===== config.mk =====
export PLATFORM = sky130hd
export DESIGN_NAME = multicycle_ctrl
export DESIGN_NICKNAME = d
export VERILOG_FILES = /design/src/rtl/multicycle_ctrl.sv
export SDC_FILE = /design/constraint.sdc
export NUM_CORES = 1
export LEC_CHECK = 0
export BUFFER_PORTS_ARGS = -buffer_cell sky130_fd_sc_hd__buf_2
export CAP_MARGIN = 5
export CORE_UTILIZATION = 35
export CTS_BUF_LIST = sky130_fd_sc_hd__clkbuf_8 sky130_fd_sc_hd__clkbuf_16
export CTS_CLUSTER_SIZE = 28
export DETAILED_ROUTE_END_ITERATION = 7
export PLACE_DENSITY_LB_ADDON = 0.3
export SETUP_SLACK_MARGIN = 0.05
export SYNTH_ARGS = -nofsm -noshare
export SYNTH_HDL_FRONTEND = slang
export SYNTH_SLANG_ARGS = --single-unit
export TNS_END_PERCENT = 100

===== constraint.sdc =====
create_clock -name clk -period 2.95 [get_ports clk]
set_clock_uncertainty 0.05 [all_clocks]
set_input_delay 0.4425 -clock clk [delete_from_list [all_inputs] [get_ports clk]]
set_output_delay 0.4425 -clock clk [all_outputs]
set_load 0.01 [all_outputs]

===== src/rtl/multicycle_ctrl.sv =====
// Multicycle MIPS control sequencer: steps each instruction through fetch/decode/execute/memory/writeback
// and drives datapath controls, with a wait-state watchdog on memory handshakes.
//
// state  | meaning
// FETCH  | read instruction at PC, load IR and PC+4 on mem_ready
// DECODE | compute branch target into ALUOut, dispatch on opcode
// MEMADR | compute lw/sw effective address
// MEMRD  | data read at ALUOut
// MEMWB  | write loaded data to rt
// MEMWR  | data write at ALUOut
// EXEC   | R-type ALU operation
// ALUWB  | write ALU result to rd
// BRANCH | beq compare, load PC from ALUOut when equal
// ADDIEX | addi ALU operation
// ADDIWB | write addi result to rt
// JUMP   | load PC with jump target
// TRAP   | illegal opcode or memory timeout, held until reset
module multicycle_ctrl #(
  parameter int unsigned MEM_TIMEOUT = 15
) (
  input  logic       clk,
  input  logic       reset,
  input  logic [5:0] opcode,
  input  logic       zero,
  input  logic       mem_ready,
  output logic       pc_en,
  output logic       ir_write,
  output logic       mem_read,
  output logic       mem_write,
  output logic       iord,
  output logic       reg_write,
  output logic       reg_dst,
  output logic       mem_to_reg,
  output logic       alu_src_a,
  output logic [1:0] alu_src_b,
  output logic [1:0] alu_op,
  output logic [1:0] pc_src,
  output logic [3:0] state,
  output logic       illegal,
  output logic       timeout
);

  typedef enum logic [3:0] {
    FETCH  = 4'd0,
    DECODE = 4'd1,
    MEMADR = 4'd2,
    MEMRD  = 4'd3,
    MEMWB  = 4'd4,
    MEMWR  = 4'd5,
    EXEC   = 4'd6,
    ALUWB  = 4'd7,
    BRANCH = 4'd8,
    ADDIEX = 4'd9,
    ADDIWB = 4'd10,
    JUMP   = 4'd11,
    TRAP   = 4'd12
  } state_t;

  localparam logic [5:0] OP_RTYPE = 6'b000000;
  localparam logic [5:0] OP_LW    = 6'b100011;
  localparam logic [5:0] OP_SW    = 6'b101011;
  localparam logic [5:0] OP_BEQ   = 6'b000100;
  localparam logic [5:0] OP_ADDI  = 6'b001000;
  localparam logic [5:0] OP_J     = 6'b000010;

  localparam logic [7:0] WAIT_LIMIT = 8'(MEM_TIMEOUT);

  state_t     cur_state;
  state_t     next_state;
  logic [7:0] wait_cnt;
  logic       mem_state;
  logic       mem_wait;
  logic       wd_expire;
  logic       set_illegal;
  logic       set_timeout;

  assign state     = cur_state;
  assign mem_state = (cur_state == FETCH) || (cur_state == MEMRD) || (cur_state == MEMWR);
  assign mem_wait  = mem_state && !mem_ready;
  assign wd_expire = mem_wait && (wait_cnt == WAIT_LIMIT);

  always_ff @(posedge clk or negedge reset) begin
    if (!reset) begin
      cur_state <= FETCH;
    end else begin
      cur_state <= next_state;
    end
  end

  // Counts only consecutive stalled cycles within one memory state.
  always_ff @(posedge clk or negedge reset) begin
    if (!reset) begin
      wait_cnt <= 8'd0;
    end else if (mem_wait && (next_state == cur_state)) begin
      wait_cnt <= wait_cnt + 8'd1;
    end else begin
      wait_cnt <= 8'd0;
    end
  end

  always_ff @(posedge clk or negedge reset) begin
    if (!reset) begin
      illegal <= 1'b0;
      timeout <= 1'b0;
    end else begin
      if (set_illegal) illegal <= 1'b1;
      if (set_timeout) timeout <= 1'b1;
    end
  end

  always_comb begin
    next_state  = cur_state;
    set_illegal = 1'b0;
    set_timeout = 1'b0;
    pc_en       = 1'b0;
    ir_write    = 1'b0;
    mem_read    = 1'b0;
    mem_write   = 1'b0;
    iord        = 1'b0;
    reg_write   = 1'b0;
    reg_dst     = 1'b0;
    mem_to_reg  = 1'b0;
    alu_src_a   = 1'b0;
    alu_src_b   = 2'b00;
    alu_op      = 2'b00;
    pc_src      = 2'b00;

    unique case (cur_state)
      FETCH: begin
        mem_read  = 1'b1;
        alu_src_b = 2'b01;
        if (mem_ready) begin
          // Load enables stay low while reset is held even though the state shows FETCH.
          ir_write   = reset;
          pc_en      = reset;
          next_state = DECODE;
        end else if (wd_expire) begin
          next_state  = TRAP;
          set_timeout = 1'b1;
        end
      end
      DECODE: begin
        alu_src_b = 2'b11;
        case (opcode)
          OP_RTYPE:     next_state = EXEC;
          OP_LW, OP_SW: next_state = MEMADR;
          OP_BEQ:       next_state = BRANCH;
          OP_ADDI:      next_state = ADDIEX;
          OP_J:         next_state = JUMP;
          default: begin
            next_state  = TRAP;
            set_illegal = 1'b1;
          end
        endcase
      end
      MEMADR: begin
        alu_src_a  = 1'b1;
        alu_src_b  = 2'b10;
        next_state = (opcode == OP_SW) ? MEMWR : MEMRD;
      end
      MEMRD: begin
        mem_read = 1'b1;
        iord     = 1'b1;
        if (mem_ready) begin
          next_state = MEMWB;
        end else if (wd_expire) begin
          next_state  = TRAP;
          set_timeout = 1'b1;
        end
      end
      MEMWB: begin
        reg_write  = 1'b1;
        mem_to_reg = 1'b1;
        next_state = FETCH;
      end
      MEMWR: begin
        mem_write = 1'b1;
        iord      = 1'b1;
        if (mem_ready) begin
          next_state = FETCH;
        end else if (wd_expire) begin
          next_state  = TRAP;
          set_timeout = 1'b1;
        end
      end
      EXEC: begin
        alu_src_a  = 1'b1;
        alu_op     = 2'b10;
        next_state = ALUWB;
      end
      ALUWB: begin
        reg_write  = 1'b1;
        reg_dst    = 1'b1;
        next_state = FETCH;
      end
      BRANCH: begin
        alu_src_a  = 1'b1;
        alu_op     = 2'b01;
        pc_src     = 2'b01;
        pc_en      = zero;
        next_state = FETCH;
      end
      ADDIEX: begin
        alu_src_a  = 1'b1;
        alu_src_b  = 2'b10;
        next_state = ADDIWB;
      end
      ADDIWB: begin
        reg_write  = 1'b1;
        next_state = FETCH;
      end
      JUMP: begin
        pc_src     = 2'b10;
        pc_en      = 1'b1;
        next_state = FETCH;
      end
      TRAP: begin
        next_state = TRAP;
      end
      default: begin
        next_state = TRAP;
      end
    endcase
  end

endmodule


==> impl_results.md, run 1 <==
* Vias per inst at 5.20
* Fin Setup TNS at 0 ns
* HP Class: in2async
* Die W at 54.5 um
* Die area at 2970 um2
* RePlAce Congestion at 0.780
* Nets at 156
* Internal power at 0.562 mW
* Distinct cell type count after synthesis at 38
* Num rows at 18
* Fill count at 265
* Gate count of the mapped netlist at 115
* Pin count of the biggest net entering global routing at 19
* Tcrit/Tclk final at 74.4%
* GRT Total Usage at 16.2%
* Register area share after synthesis at 36.3%
* Clock Sinks at 14
* Max Slew Vio Count at 0
* Total grt overflow at 0
* IO Count at 31
* Clk slew on worst S/H paths at 0.06 ns
* Peak VDD IR at 0.000330 V
* Clock Tree Root: clkbuf_8
* Crit Path Max Fanout at 18
* Post-DP HPWL at 1690 um
* Netlist Area Pre-Place at 965 um2
* Leak at 0.557 nW
* TritonCTS buffer count at 3
* Setup CP Type: reg2out
* Clock tree buffer depth at 2
* Most frequent cells in the layout: buf_2 (30), nor2_1 (17), dfrtp_1 (14)
* Max_slew headroom at 64.7%
* Wire length per cell at 12.4 um
* Max Clk Rate at 0.455 GHz
* Flops & latches, synth at 14
* Critical Path AT at 1.70 ns
* Vias at 904
* TritonRoute pass-1 iters at 3
* Htree depth at 1
* CP startpoint: state[2]
* Core area at 2540 um2
* CTS tree: yes
* Logic gate share of total power at 49.2%
* Ys Warns at 0
* CP max-delay cell: dfrtp_1
* Post-CTS sizing at 0
* Number of global-route vias before repair at 806
* Min Clock Period, post-route at 2.20 ns
* DRT iter0 DRCs at 17
* Post-synth EDFFs at 0
* Hold_buf cts at 0
* Top_reg_cell synth: dfrtp_1
* DRC at 0
* Pwr/cell area at 839 nW/um2
* Starting Density at 37.9%
* Post-CTS setup-driven buffer insertion count at 0
* Sw frac at 43.4%
* Final hold vios at 0
* Element type at the critical path start: flip-flop
* Worst-Margin Slew at 0.529 ns
* Psw at 0.430 mW
* Outcome: finished clean
* Worst Path Required at 2.46 ns
* # diodes at 0
* Reg2reg start: state[2]
* Post-Syn Nets at 126
* Detailed Route WL at 2150 um
* Share of cells above drive strength 1 at 25.7%
* Initial antenna violation count at 0
* Mean post-synth cell area at 8.39 um2
* Power, Total at 0.992 mW
* Detail Route Antenna Nets at 0
* Port Buf Inserts at 30
* Worst Setup End Kind: output port
* Total of max-cap violations at 0
* RSZ-0062 raised after global routing: false
* Clock latency on the worst-skew pair at 0.24 ns
* Die height at 54.5 um
* First-pass GRT wire length at 3440 um
* Syn-to-layout area delta at 22.6%
* Crit-path cells: nor2_1, and3_1, a211o_1, buf_2
* Final setup viols at 0
* Reg power frac at 32.6%
* Most common cell after layout, fill and taps aside: buf_2
* Asr flop ratio synth at 100%
* Clock power frac at 18.2%
* CP peak stage delay at 0.67 ns
==> worst paths after layout <==
| kind | to | cells past startpoint | slack, ns |
|---|---|---|---|
| worst max register to register | state[3] | 4 | 1.08 |
| worst min-delay path | wait_cnt[5] | 1 | 0.04 |
| max in group asynchronous | wait_cnt[3] | 1 | 2.57 |
| worst min register to register | wait_cnt[0] | 1 | 0.41 |
| min in group clk | wait_cnt[0] | 1 | 0.41 |
| worst max-delay path | pc_en | 4 | 0.75 |
==> metal layers <==
layer	track usage, %	vias to the layer above	share of wire, %
met1	22.0	414	50
met5	0	-	0
met4	5.56	0	0.79
li1	-	474	-
met2	24.8	14	46
met3	4.17	2	2.4
==> power by group through the flow <==
stage	combinational [mW]	sequential [mW]	clock [mW]
after floorplan	0.377	0.276	0
after global placement	0.486	0.322	0
after detailed placement	0.490	0.327	0
after CTS	0.492	0.323	0.187
after global routing	0.552	0.332	0.195
final	0.488	0.324	0.181
==> cells by family after synthesis <==
family,synth area share [%]
and+or+nand+nor,36.3
AOI/OAI and AO/OA,15.0
DFF,36.3
xor gates and xnor gates,7.26
buffers and inverters,3.76
adders and majority gates,1.30
==> critical path: cells and delay by family, from the launching register on <==
family,cells,cell delay [ns]
flops,1,0.67
simple gates,2,0.43
compound gates,1,0.22
buf+inv,1,0.14
==> area by class of cell <==
class / count / area, um2 / share of cell area, %
timing repair buffer: 30 / 150 / 12.7
multi-input combinational: 93 / 578 / 48.9
clock buffer: 4 / 55.1 / 4.66
tap: 30 / 37.5 / 3.17
inverter: 3 / 11.3 / 0.952
sequential: 14 / 350 / 29.6
==> synth_stat cells, drive strengths merged, types with 2 or more instances <==
master / number / area (um2)
nor2: 17 / 63.8
dfrtp: 14 / 350
nand2: 8 / 30.0
nand2b: 8 / 50.1
nor3: 7 / 35.0
o21ai: 7 / 35.0
xnor2: 6 / 52.6
a21oi: 3 / 15.0
buf: 3 / 17.5
inv: 3 / 11.3
nor2b: 3 / 18.8
or2: 3 / 18.8
and3: 2 / 12.5
and4: 2 / 17.5
clkbuf: 2 / 7.51
nand3: 2 / 10.0
nor3b: 2 / 15.0
o2111ai: 2 / 17.5
o22ai: 2 / 12.5
or3: 2 / 12.5
xor2: 2 / 17.5
==> state kept, by name (all words and copies together), names as in the netlist <==
| register | count |
|---|---|
| illegal | 1 |
| state | 4 |
| timeout | 1 |
| wait_cnt | 8 |
==> through the flow <==
step | cell area, um2 | setup WS [ns] | std cells | util [%] | hold WS (ns)
finish | 1180 | 0.755 | 174 | 46.5 | 0.0402
global route | 1180 | 0.630 | 174 | 46.5 | 0.0683
CTS | 1180 | 0.763 | 174 | 46.5 | 0.0530
detailed placement | 1130 | 1.03 | 170 | 44.3 | 0.310
global placement | 1130 | 1.09 | 170 | 44.3 | 0.308
floorplan | 965 | 1.17 | 115 | - | 0.0969
(Power assumes the default switching activity.)
==> inputs of run 2 (changes only) <==
--- a/config.mk
+++ b/config.mk
@@ -5,6 +5,7 @@
 export SDC_FILE = /design/constraint.sdc
 export NUM_CORES = 1
 export LEC_CHECK = 0
+export ABC_AREA = 1
 export BUFFER_PORTS_ARGS = -buffer_cell sky130_fd_sc_hd__buf_2
 export CAP_MARGIN = 5
 export CORE_UTILIZATION = 35
==> constraint.sdc (replaced) <==
create_clock -name clk -period 2 [get_ports clk]
set_clock_uncertainty 0.05 [all_clocks]
set_input_delay 0.3 -clock clk [delete_from_list [all_inputs] [get_ports clk]]
set_output_delay 0.3 -clock clk [all_outputs]
set_load 0.01 [all_outputs]
==> impl_results.md, run 2 <==
* Die area at 3110 um2
* Most common cell after layout, fill and taps aside: nor2_1
* XOR/XNOR Fraction of Synth Area at 5.20%
* Post-synth EDFFs at 0
* Starting Density at 36.7%
* Setup CP Type: reg2out
* Die height at 55.7 um
* Leak at 0.711 nW
* Top_reg_cell synth: dfrtp_1
* Peak VDD IR at 0.000656 V
* Largest area contributor in the netlist: dfrtp_1
* GRT Total Usage at 15.4%
* Max Slew Vio Count at 0
* Detailed Route WL at 2150 um
* Post-CTS setup-driven buffer insertion count at 0
* Reg area at 352 um2
* RSZ-0062 raised after global routing: true
* Largest family of logic cells by synthesized area: simple AND/OR/NAND/NOR gates
* Final setup viols at 0
* Flops & latches, synth at 14
* CTS tree: yes
* Most common cell in the synthesized netlist: nor2_1
* Worst Path Required at 1.65 ns
* Psw at 0.594 mW
* Nets at 195
* Die W at 55.7 um
* Crit Path Max Fanout at 7
* Num rows at 19
* Clock Sinks at 14
* DRC at 0
* Cells on Worst Hold Path at 4
* Clk slew on worst S/H paths at 0.06 ns
* Final Cell Area at 1270 um2
* Synth top area cells: dfrtp_1 (35%), nor2_1 (12%), inv_1 (9.3%)
* DRT iter0 DRCs at 49
* Worst-Margin Slew at 0.343 ns
* Worst Setup End Kind: output port
* Ys Warns at 0
* Min Clock Period, post-route at 1.80 ns
* TritonRoute pass-1 iters at 4
* Fin Setup TNS at 0 ns
* Critical Path AT at 1.45 ns
* Number of global-route vias before repair at 920
* Asr flop ratio synth at 100%
* Synth Area in Compound Gates at 7.43%
* Max_slew headroom at 77.0%
* Core area at 2760 um2
* Fill count at 296
* Placed cell area at 1200 um2
* Mean post-synth cell area at 6.83 um2
* RePlAce Congestion at 0.903
* Port Buf Inserts at 30
* Synth Area in Simple Gates at 40.7%
* Initial antenna violation count at 0
* Largest Register: wait_cnt
* TritonCTS buffer count at 3
* IO Count at 31
* Total of max-cap violations at 0
* Gate count of the mapped netlist at 148
* Reg power frac at 29.5%
* Clock latency on the worst-skew pair at 0.24 ns
* Logic gate share of total power at 50.3%
* Post-Syn Nets at 159
* Share of cells above drive strength 1 at 27.3%
* First-pass GRT wire length at 3860 um
* Clock power frac at 20.2%
* Util after Layout at 46.0%
* Wire length per cell at 10.0 um
* Mux share of post-synthesis cell area at 0%
* Most frequent cells in the layout: nor2_1 (31), buf_2 (30), inv_1 (25)
* Detail Route Antenna Nets at 0
* Internal power at 0.747 mW
* Multi-input logic area at 554 um2
* Htree depth at 1
* Register area share after synthesis at 34.7%
* Synth cell count leaders: nor2_1 (32), inv_1 (25), nand2_1 (22)
* Final hold vios at 0
* Sw frac at 44.3%
* Tcrit/Tclk final at 89.9%
* Pin count of the biggest net entering global routing at 15
* Outcome: finished clean
* Syn-to-layout area delta at 25.5%
* Max reg flops at 8
* # diodes at 0
* Vias per inst at 4.79
* Element type at the critical path start: flip-flop
* Netlist Area Pre-Place at 1010 um2
* Synth top area share at 34.7%
* Vias at 1025
* Post-DP HPWL at 1760 um
* Pwr/cell area at 1060 nW/um2
* Distinct cell type count after synthesis at 22
* Total grt overflow at 0
* HP Class: in2reg
* Post-Synth Adder-Cell Area at 1.24%
* Reg2reg path depth at 9
* Max Clk Rate at 0.556 GHz
* Clock tree buffer depth at 2
* Clock Tree Root: clkbuf_8
run 2: cell types whose count changed in the layout (fill, tap and decap cells not counted), sizes merged, moves of 3 or more:
cell,previous run,this run
inv,3,27
nor2,17,37
nand2,8,24
nand3,2,18
nand2b,8,0
nor3,7,1
nand4,0,4
xnor2,6,2
a21oi,3,6
nor2b,3,0
or2,3,0
run 2: per-layer routing:
layer | vias to the layer above | track usage, % | part of all wire [%]
li1 | 536 | - | -
met1 | 455 | 21.3 | 50
met2 | 30 | 23.9 | 43
met3 | 4 | 3.02 | 5.6
met4 | 0 | 5.36 | 1.3
met5 | - | 0 | 0
run 2: cell type report:
class	instances	share of cell area, %
multi-input cells	106	43.7
repair buffers	32	13.2
clock buffers	4	4.34
flip-flops and latches	14	27.7
inverters	27	7.99
well taps	31	3.06
run 2: worst paths after layout:
kind                              from      endpoint  slack (ns)
min reg2reg                    illegal       illegal        0.41
min                          mem_ready      state[0]        0.41
max reg2reg                wait_cnt[0]   wait_cnt[1]        0.27
max                           state[0]  alu_src_b[1]        0.20
min in group asynchronous        reset      state[0]        0.48
max in group asynchronous        reset      state[1]        1.24
run 2: cell families (layout without fill, tap and decap cells):
group / after synthesis / after routing
and+or+nand+nor: 85 / 85
buffers and inverters: 28 / 63
AOI/OAI and AO/OA: 14 / 14
DFF: 14 / 14
xor gates and xnor gates: 6 / 6
adders and majority gates: 1 / 1
run 2: through the flow:
| stage | std cells | power (mW) | hold WS, ns | setup slack, ns |
|---|---|---|---|---|
| after floorplan | 148 | 0.851 | -0.0456 | 0.415 |
| after global routing | 214 | 1.45 | 0.437 | 0.0433 |
| final | 214 | 1.34 | 0.408 | 0.203 |
| after CTS | 214 | 1.35 | 0.407 | 0.180 |
| after detailed placement | 209 | 1.07 | 0.216 | 0.238 |
| after global placement | 209 | 1.06 | 0.210 | 0.295 |
run 2: power by group through the flow:
| stage | Clock, mW | Combinational (mW) | Sequential, mW |
|---|---|---|---|
| floorplan | 0 | 0.454 | 0.397 |
| global placement | 0 | 0.666 | 0.392 |
| detailed placement | 0 | 0.674 | 0.395 |
| CTS | 0.279 | 0.679 | 0.390 |
| global route | 0.293 | 0.756 | 0.405 |
| finish | 0.271 | 0.674 | 0.395 |
run 2: repair_timing:
item,CTS,global route
hold buffers,1,0
endpoints found under the hold margin,14,0
endpoints found under the setup margin,0,5
gates resized for setup,0,2
run 2: critical path: stages (launching register included):
cell,delay [ns]
dfrtp_1,0.46
nor2_1,0.13
inv_1,0.07
nor2_1,0.16
inv_1,0.10
a21oi_1,0.14
buf_2,0.15
